<file path="src/rtl/stopwatch_pkg.sv">
// Shared field widths, limits and the packed time word for the stopwatch family.
package stopwatch_pkg;

    localparam int unsigned H_W    = 5;
    localparam int unsigned M_W    = 6;
    localparam int unsigned S_W    = 6;
    localparam int unsigned CS_W   = 7;
    localparam int unsigned TIME_W = H_W + M_W + S_W + CS_W;

    localparam int unsigned CS_MAX = 99;
    localparam int unsigned S_MAX  = 59;
    localparam int unsigned M_MAX  = 59;

    typedef struct packed {
        logic [H_W-1:0]  h;
        logic [M_W-1:0]  m;
        logic [S_W-1:0]  s;
        logic [CS_W-1:0] cs;
    } time_t;

    function automatic logic [TIME_W-1:0] pack_time(input time_t t);
        return TIME_W'(t);
    endfunction

    function automatic time_t unpack_time(input logic [TIME_W-1:0] w);
        return time_t'(w);
    endfunction

endpackage

</file>
<file path="src/rtl/lap_fifo.sv">
// Synchronous show-ahead FIFO; a push is accepted when full only if a pop frees a slot.
module lap_fifo #(
    parameter int unsigned WIDTH = 24,
    parameter int unsigned DEPTH = 4
) (
    input  logic             clk,
    input  logic             reset,
    input  logic             wr,
    input  logic [WIDTH-1:0] wdata,
    input  logic             rd,
    output logic [WIDTH-1:0] rdata,
    output logic             valid,
    output logic             full
);

    localparam int unsigned AW = $clog2(DEPTH);
    localparam int unsigned CW = AW + 1;

    logic [WIDTH-1:0] mem [DEPTH];
    logic [AW-1:0]    wr_ptr;
    logic [AW-1:0]    rd_ptr;
    logic [CW-1:0]    count;
    logic [CW-1:0]    count_next;
    logic             do_pop;
    logic             do_push;

    assign do_pop  = rd & valid;
    assign do_push = wr & (~full | do_pop);
    assign rdata   = mem[rd_ptr];

    always_comb begin
        count_next = count;
        case ({do_push, do_pop})
            2'b10:   count_next = count + CW'(1);
            2'b01:   count_next = count - CW'(1);
            default: count_next = count;
        endcase
    end

    always_ff @(posedge clk) begin
        if (reset) begin
            wr_ptr <= '0;
            rd_ptr <= '0;
            count  <= '0;
            valid  <= 1'b0;
            full   <= 1'b0;
        end else begin
            if (do_push) wr_ptr <= wr_ptr + AW'(1);
            if (do_pop)  rd_ptr <= rd_ptr + AW'(1);
            count <= count_next;
            valid <= (count_next != '0);
            full  <= (count_next == CW'(DEPTH));
        end
    end

    // Storage needs no reset: valid gates every read.
    always_ff @(posedge clk) begin
        if (do_push) mem[wr_ptr] <= wdata;
    end

endmodule

</file>
<file path="src/rtl/stopwatch_lap.sv">
// Up/down h:m:s:cs stopwatch with tick prescaler, edge-detected controls and lap FIFO.
module stopwatch_lap
    import stopwatch_pkg::*;
#(
    parameter int unsigned CLK_HZ    = 100_000_000,
    parameter int unsigned TICK_HZ   = 100,
    parameter int unsigned HOUR_MAX  = 24,
    parameter int unsigned LAP_DEPTH = 4
) (
    input  logic              clk,
    input  logic              reset,
    input  logic              start_stop,
    input  logic              lap,
    input  logic              clear,
    input  logic              dir,
    input  logic [TIME_W-1:0] preset,
    output logic [TIME_W-1:0] disp_time,
    output logic              running,
    output logic              done,
    output logic [TIME_W-1:0] lap_data,
    output logic              lap_valid,
    input  logic              lap_rd,
    output logic              lap_full,
    output logic              lap_drop
);

    localparam int unsigned DIV = CLK_HZ / TICK_HZ;
    localparam int unsigned PW  = $clog2(DIV);

    time_t         tm;
    time_t         t_up;
    time_t         t_dn;
    logic [PW-1:0] presc;
    logic          ss_q;
    logic          lap_q;
    logic          armed;
    logic          start_edge;
    logic          lap_edge;
    logic          tick;
    logic          is_zero;
    logic          hit_zero;

    function automatic time_t clamp_time(input time_t t);
        time_t r;
        r = t;
        if (t.h  > H_W'(HOUR_MAX - 1)) r.h  = H_W'(HOUR_MAX - 1);
        if (t.m  > M_W'(M_MAX))        r.m  = M_W'(M_MAX);
        if (t.s  > S_W'(S_MAX))        r.s  = S_W'(S_MAX);
        if (t.cs > CS_W'(CS_MAX))      r.cs = CS_W'(CS_MAX);
        return r;
    endfunction

    // armed masks edges on the first cycle after reset so a held level is not seen as a press
    assign start_edge = armed & start_stop & ~ss_q;
    assign lap_edge   = armed & lap & ~lap_q;
    assign tick       = running & (presc == PW'(DIV - 1));
    assign is_zero    = (tm == '0);
    assign hit_zero   = tick & dir & (is_zero | (t_dn == '0));
    assign disp_time  = pack_time(tm);

    // Increment cascade
    always_comb begin
        t_up = tm;
        if (tm.cs >= CS_W'(CS_MAX)) begin
            t_up.cs = '0;
            if (tm.s >= S_W'(S_MAX)) begin
                t_up.s = '0;
                if (tm.m >= M_W'(M_MAX)) begin
                    t_up.m = '0;
                    t_up.h = (tm.h >= H_W'(HOUR_MAX - 1)) ? '0 : tm.h + H_W'(1);
                end else begin
                    t_up.m = tm.m + M_W'(1);
                end
            end else begin
                t_up.s = tm.s + S_W'(1);
            end
        end else begin
            t_up.cs = tm.cs + CS_W'(1);
        end
    end

    // Decrement cascade
    always_comb begin
        t_dn = tm;
        if (tm.cs != '0) begin
            t_dn.cs = tm.cs - CS_W'(1);
        end else begin
            t_dn.cs = CS_W'(CS_MAX);
            if (tm.s != '0) begin
                t_dn.s = tm.s - S_W'(1);
            end else begin
                t_dn.s = S_W'(S_MAX);
                if (tm.m != '0) begin
                    t_dn.m = tm.m - M_W'(1);
                end else begin
                    t_dn.m = M_W'(M_MAX);
                    t_dn.h = (tm.h != '0) ? tm.h - H_W'(1) : H_W'(HOUR_MAX - 1);
                end
            end
        end
    end

    always_ff @(posedge clk) begin
        if (reset) begin
            tm       <= '0;
            presc    <= '0;
            ss_q     <= 1'b0;
            lap_q    <= 1'b0;
            armed    <= 1'b0;
            running  <= 1'b0;
            done     <= 1'b0;
            lap_drop <= 1'b0;
        end else begin
            ss_q  <= start_stop;
            lap_q <= lap;
            armed <= 1'b1;
            done  <= 1'b0;
            if (clear) begin
                tm       <= clamp_time(unpack_time(preset));
                presc    <= '0;
                running  <= 1'b0;
                lap_drop <= 1'b0;
            end else begin
                if (lap_edge & lap_full & ~lap_rd) lap_drop <= 1'b1;
                presc <= (!running || tick) ? '0 : presc + PW'(1);
                if (tick) begin
                    if (!dir)         tm <= t_up;
                    else if (!is_zero) tm <= t_dn;
                end
                // A down-count landing on zero stops and pulses done together
                if (hit_zero) begin
                    running <= 1'b0;
                    done    <= 1'b1;
                end else if (start_edge && !(dir && is_zero)) begin
                    running <= ~running;
                end
            end
        end
    end

    lap_fifo #(
        .WIDTH (TIME_W),
        .DEPTH (LAP_DEPTH)
    ) u_lap_fifo (
        .clk   (clk),
        .reset (reset),
        .wr    (lap_edge),
        .wdata (pack_time(tm)),
        .rd    (lap_rd),
        .rdata (lap_data),
        .valid (lap_valid),
        .full  (lap_full)
    );

endmodule

</file>
<file path="config.mk">
export PLATFORM = sky130hd
export DESIGN_NAME = stopwatch_lap
export DESIGN_NICKNAME = d
export VERILOG_FILES = /design/src/rtl/stopwatch_pkg.sv /design/src/rtl/lap_fifo.sv /design/src/rtl/stopwatch_lap.sv
export SDC_FILE = /design/constraint.sdc
export NUM_CORES = 1
export LEC_CHECK = 0
export BUFFER_PORTS_ARGS = -buffer_cell sky130_fd_sc_hd__buf_4
export CORE_MARGIN = 4
export CORE_UTILIZATION = 55
export CTS_BUF_LIST = sky130_fd_sc_hd__clkbuf_8
export DETAILED_ROUTE_END_ITERATION = 10
export GPL_ROUTABILITY_DRIVEN = 1
export PLACE_DENSITY = 0.79
export SKIP_CTS_REPAIR_TIMING = 1
export SLEW_MARGIN = 15
export SYNTH_ARGS = -nofsm -noshare
export SYNTH_HDL_FRONTEND = slang
export SYNTH_SLANG_ARGS = --single-unit
</file>
<file path="constraint.sdc">
create_clock -name clk -period 2.9 [get_ports clk]
set_input_delay 0.58 -clock clk [delete_from_list [all_inputs] [get_ports clk]]
set_output_delay 0.58 -clock clk [all_outputs]
set_load 0.02 [all_outputs]
</file>
==> metrics.txt <==
# TYPE chip_impl_metric gauge
chip_impl_metric{name="synth_nets",unit=""} 751
chip_impl_metric{name="combPwrFrac",unit=""} 0.221
chip_impl_info{name="layout.cells.most_common_list",value="133 x buf_4, 96 x edfxtp_1, 71 x nor2_1, 61 x dfxtp_1, 38 x nand2_1"} 1
chip_impl_info{name="hp-class",value="primary input to register"} 1
chip_impl_metric{name="post_synth_num_cell_types",unit=""} 72
chip_impl_metric{name="postRouteWirelength",unit="mm"} 20.2
chip_impl_info{name="synth_flop_cell",value="edfxtp_1"} 1
chip_impl_metric{name="layout.area.seq",unit="µm²"} 4100
chip_impl_metric{name="drv_slew",unit=""} 0
chip_impl_metric{name="peakVddDrop",unit="µV"} 407
chip_impl_metric{name="synth-seq-cells",unit=""} 157
chip_impl_metric{name="multi_input_area",unit="µm²"} 3460
chip_impl_info{name="most_frequent_standard_cell_in_the_layout_excluding_fill_and_tap_cells",value="buf_4"} 1
chip_impl_metric{name="detail_route.vias_per_cell",unit=""} 6.24
chip_impl_metric{name="antenna_found_initial",unit=""} 0
chip_impl_metric{name="n_antenna_cell",unit=""} 0
chip_impl_metric{name="die_h",unit="µm"} 127
chip_impl_metric{name="h_tree_levels",unit=""} 4
chip_impl_metric{name="internal-power",unit="µW"} 3930
chip_impl_info{name="crit_path_start_kind",value="register"} 1
chip_impl_metric{name="synthCells",unit=""} 704
chip_impl_metric{name="final_count_of_hold_timing_violations",unit=""} 0
chip_impl_metric{name="max_freq",unit="GHz"} 0.369
chip_impl_metric{name="proportion_of_power_drawn_by_the_clock_network",unit=""} 0.319
chip_impl_metric{name="p_leak",unit="µW"} 0.00343
chip_impl_metric{name="detailedRoute.firstPassIterationCount",unit=""} 5
chip_impl_metric{name="synth-async-reset-ratio",unit=""} 0
chip_impl_metric{name="die_width",unit="µm"} 127
chip_impl_metric{name="grt_overflow",unit=""} 0
chip_impl_metric{name="worst-path-max-fanout",unit=""} 10
chip_impl_metric{name="finalCoreUtilization",unit=""} 0.669
chip_impl_metric{name="synth-edff-count",unit=""} 96
chip_impl_metric{name="seqPwrFrac",unit=""} 0.460
chip_impl_metric{name="pin_count",unit=""} 84
chip_impl_metric{name="whs",unit="ps"} 356
chip_impl_metric{name="fillCellCount",unit=""} 1063
chip_impl_metric{name="starting_density_of_the_core",unit=""} 0.564
chip_impl_metric{name="gpl.final_weighted_congestion",unit=""} 0.990
chip_impl_metric{name="std_cell_rows",unit=""} 43
chip_impl_metric{name="area.growth.synth_to_final",unit="%"} 18.8
chip_impl_metric{name="power_density",unit="nW/µm²"} 590
chip_impl_metric{name="power.switching_fraction",unit=""} 0.286
chip_impl_metric{name="grt_first_pass_wirelength",unit="mm"} 32.8
chip_impl_metric{name="power.net_switching",unit="µW"} 1570
chip_impl_metric{name="grt_start_max_net_pins",unit=""} 34
chip_impl_metric{name="via_count_of_the_first_global_routing_pass",unit=""} 6303
chip_impl_info{name="crit_chain",value="inv_1, ha_1, or4b_4, nor4_4, nand3_2, mux2_4, nor4_2, o2111a_1"} 1
chip_impl_metric{name="clock_tree.buffer_depth",unit=""} 2
chip_impl_metric{name="antenna_left",unit=""} 0
chip_impl_metric{name="path_clk_slew",unit="ps"} 80
chip_impl_metric{name="wp_data_arrival",unit="ps"} 3110
chip_impl_info{name="slowest_stage",value="or4b_4"} 1
chip_impl_metric{name="final.setup_skew",unit="ps"} 14.3
chip_impl_info{name="critPathKind",value="register to register"} 1
chip_impl_metric{name="via_count",unit=""} 6254
chip_impl_metric{name="seq_area_frac_synth",unit=""} 0.523
chip_impl_metric{name="final.min_clock_period",unit="ps"} 2710
chip_impl_info{name="rsz0062_at_grt",value="no"} 1
chip_impl_metric{name="worst_path_largest_cell_delay",unit="ps"} 550
chip_impl_metric{name="global_router_s_overall_resource_usage",unit=""} 0.256
chip_impl_metric{name="place_hpwl",unit="mm"} 14.2
chip_impl_metric{name="max_cap_viol_count",unit=""} 0
chip_impl_metric{name="dieArea",unit="µm²"} 16300
chip_impl_metric{name="detail_route.drc_violations",unit=""} 0
chip_impl_metric{name="starting_drt_drc_count",unit=""} 689
chip_impl_info{name="cts_tree",value="yes"} 1
chip_impl_metric{name="port_buffers",unit=""} 83
chip_impl_metric{name="timing.max_slew.rel_slack",unit=""} 0.501
chip_impl_metric{name="clock_insertion_delay_worst_skew",unit="ps"} 460
chip_impl_metric{name="setup_viol",unit=""} 0
chip_impl_metric{name="total_standard_cell_area_after_synthesis",unit="µm²"} 7850
chip_impl_metric{name="finish.net_count",unit=""} 857
chip_impl_info{name="clk_root_buffer_cell",value="clkbuf_8"} 1
chip_impl_metric{name="post_synth.cell_area_avg",unit="µm²"} 11.2
chip_impl_info{name="critical_path.endpoint_type",value="register"} 1
chip_impl_metric{name="tns",unit="ps"} 0
chip_impl_metric{name="synth-warning-count",unit=""} 0
chip_impl_metric{name="cts-buffers-inserted",unit=""} 17
chip_impl_metric{name="wl_per_cell",unit="µm"} 20.1
chip_impl_metric{name="slew_of_the_pin_with_the_lowest_slew_margin",unit="ps"} 747
chip_impl_metric{name="fraction_of_final_layout_cells_sized_beyond_drive_strength_1",unit=""} 0.255
chip_impl_metric{name="core_region_area",unit="µm²"} 13900
chip_impl_metric{name="final.period_utilization",unit=""} 0.935
chip_impl_metric{name="numClockSinks",unit=""} 157
chip_impl_metric{name="worst-endpoint-required",unit="ps"} 3300
chip_impl_info{name="run_status",value="completed"} 1
## worst max-delay path, delay by kind of cell, from the launching register on
| kind | cells | cell delay [ps] |
|---|---|---|
| compound gates | 1 | 240 |
| flops | 1 | 310 |
| simple gates | 4 | 1330 |
| buf+inv | 1 | 80 |
| fa+ha+maj | 1 | 340 |
| mux | 1 | 340 |
## area by class of cell
type | instances | share of cell area
Clock inverter | 15 | 0.0208
Sequential cell | 157 | 0.440
Timing Repair Buffer | 133 | 0.107
Clock buffer | 17 | 0.0251
Inverter | 28 | 0.0113
Multi-Input combinational cell | 473 | 0.372
Tap cell | 180 | 0.0242
## cells by family (layout without fill, tap and decap cells)
logic type | count (synthesis) | in the layout | synth area share
AO/OA/AOI/OAI | 142 | 142 | 0.130
multiplexers | 32 | 32 | 0.0800
adder cells (fa/ha/maj) | 16 | 16 | 0.0265
AND/OR/NAND/NOR | 249 | 249 | 0.167
buffers and inverters | 74 | 193 | 0.0363
flip-flops | 157 | 157 | 0.523
XOR/XNOR | 34 | 34 | 0.0379
## synth_stat cells, types with 7 or more instances
master	count	area (µm²)
xnor2_1	20	175
inv_1	27	101
nand2_1	38	143
xor2_1	14	123
a21oi_1	28	140
and3_1	14	87.6
clkbuf_1	37	139
nand3_1	34	170
o21ai_0	20	100
nor3_1	23	115
nand4_1	14	87.6
mux4_2	24	541
nor2_1	71	267
and2_1	8	50.1
edfxtp_1	96	2880
a211oi_1	9	67.6
ha_1	15	188
nor4_1	7	43.8
dfxtp_1	61	1220
## per-stage QoR
stage               setup WS (ps)  power, µW  cells  cell area [µm²]
finish                        190       5500   1003             9330
global route                 30.5       5750   1003             9330
CTS                           223       5530   1003             9320
detailed placement            257       3790    971             8900
global placement              305       3760    971             8900
floorplan                    3.10       3350    704             7850
## metal layers
layer	vias up	global-route usage	wire length, µm
li1	2892	-	-
met4	0	0.104	534
met3	42	0.0443	1310
met5	-	0	0
met1	3045	0.326	8140
met2	275	0.434	10200
## power groups by stage
stage / Combinational (µW) / Clock (µW) / Sequential [µW]
2_1_floorplan: 737 / 0 / 2610
3_3_place_gp: 1180 / 0 / 2570
3_5_place_dp: 1210 / 0 / 2580
4_1_cts: 1210 / 1780 / 2530
5_1_grt: 1310 / 1890 / 2540
6_report: 1210 / 1750 / 2530
## path summary, 6_finish.rpt
kind,start,to,slack (ps),cells after the start
max,disp_time[0],done,190,8
min,start_stop,ss_q,360,2
max reg2reg,disp_time[0],done,190,8
min reg2reg,presc[0],presc[0],480,1
## sequential cells by signal, summed over array words and instances (netlist names), named ones only
name and cells:
lap_q 1, u_lap_fifo.full 1, u_lap_fifo.mem 96, u_lap_fifo.rd_ptr 2, running 1, armed 1, disp_time 24, presc 20
lap_drop 1, u_lap_fifo.wr_ptr 2, u_lap_fifo.valid 1, done 1, ss_q 1, u_lap_fifo.count 3
(Power assumes the default switching activity.)
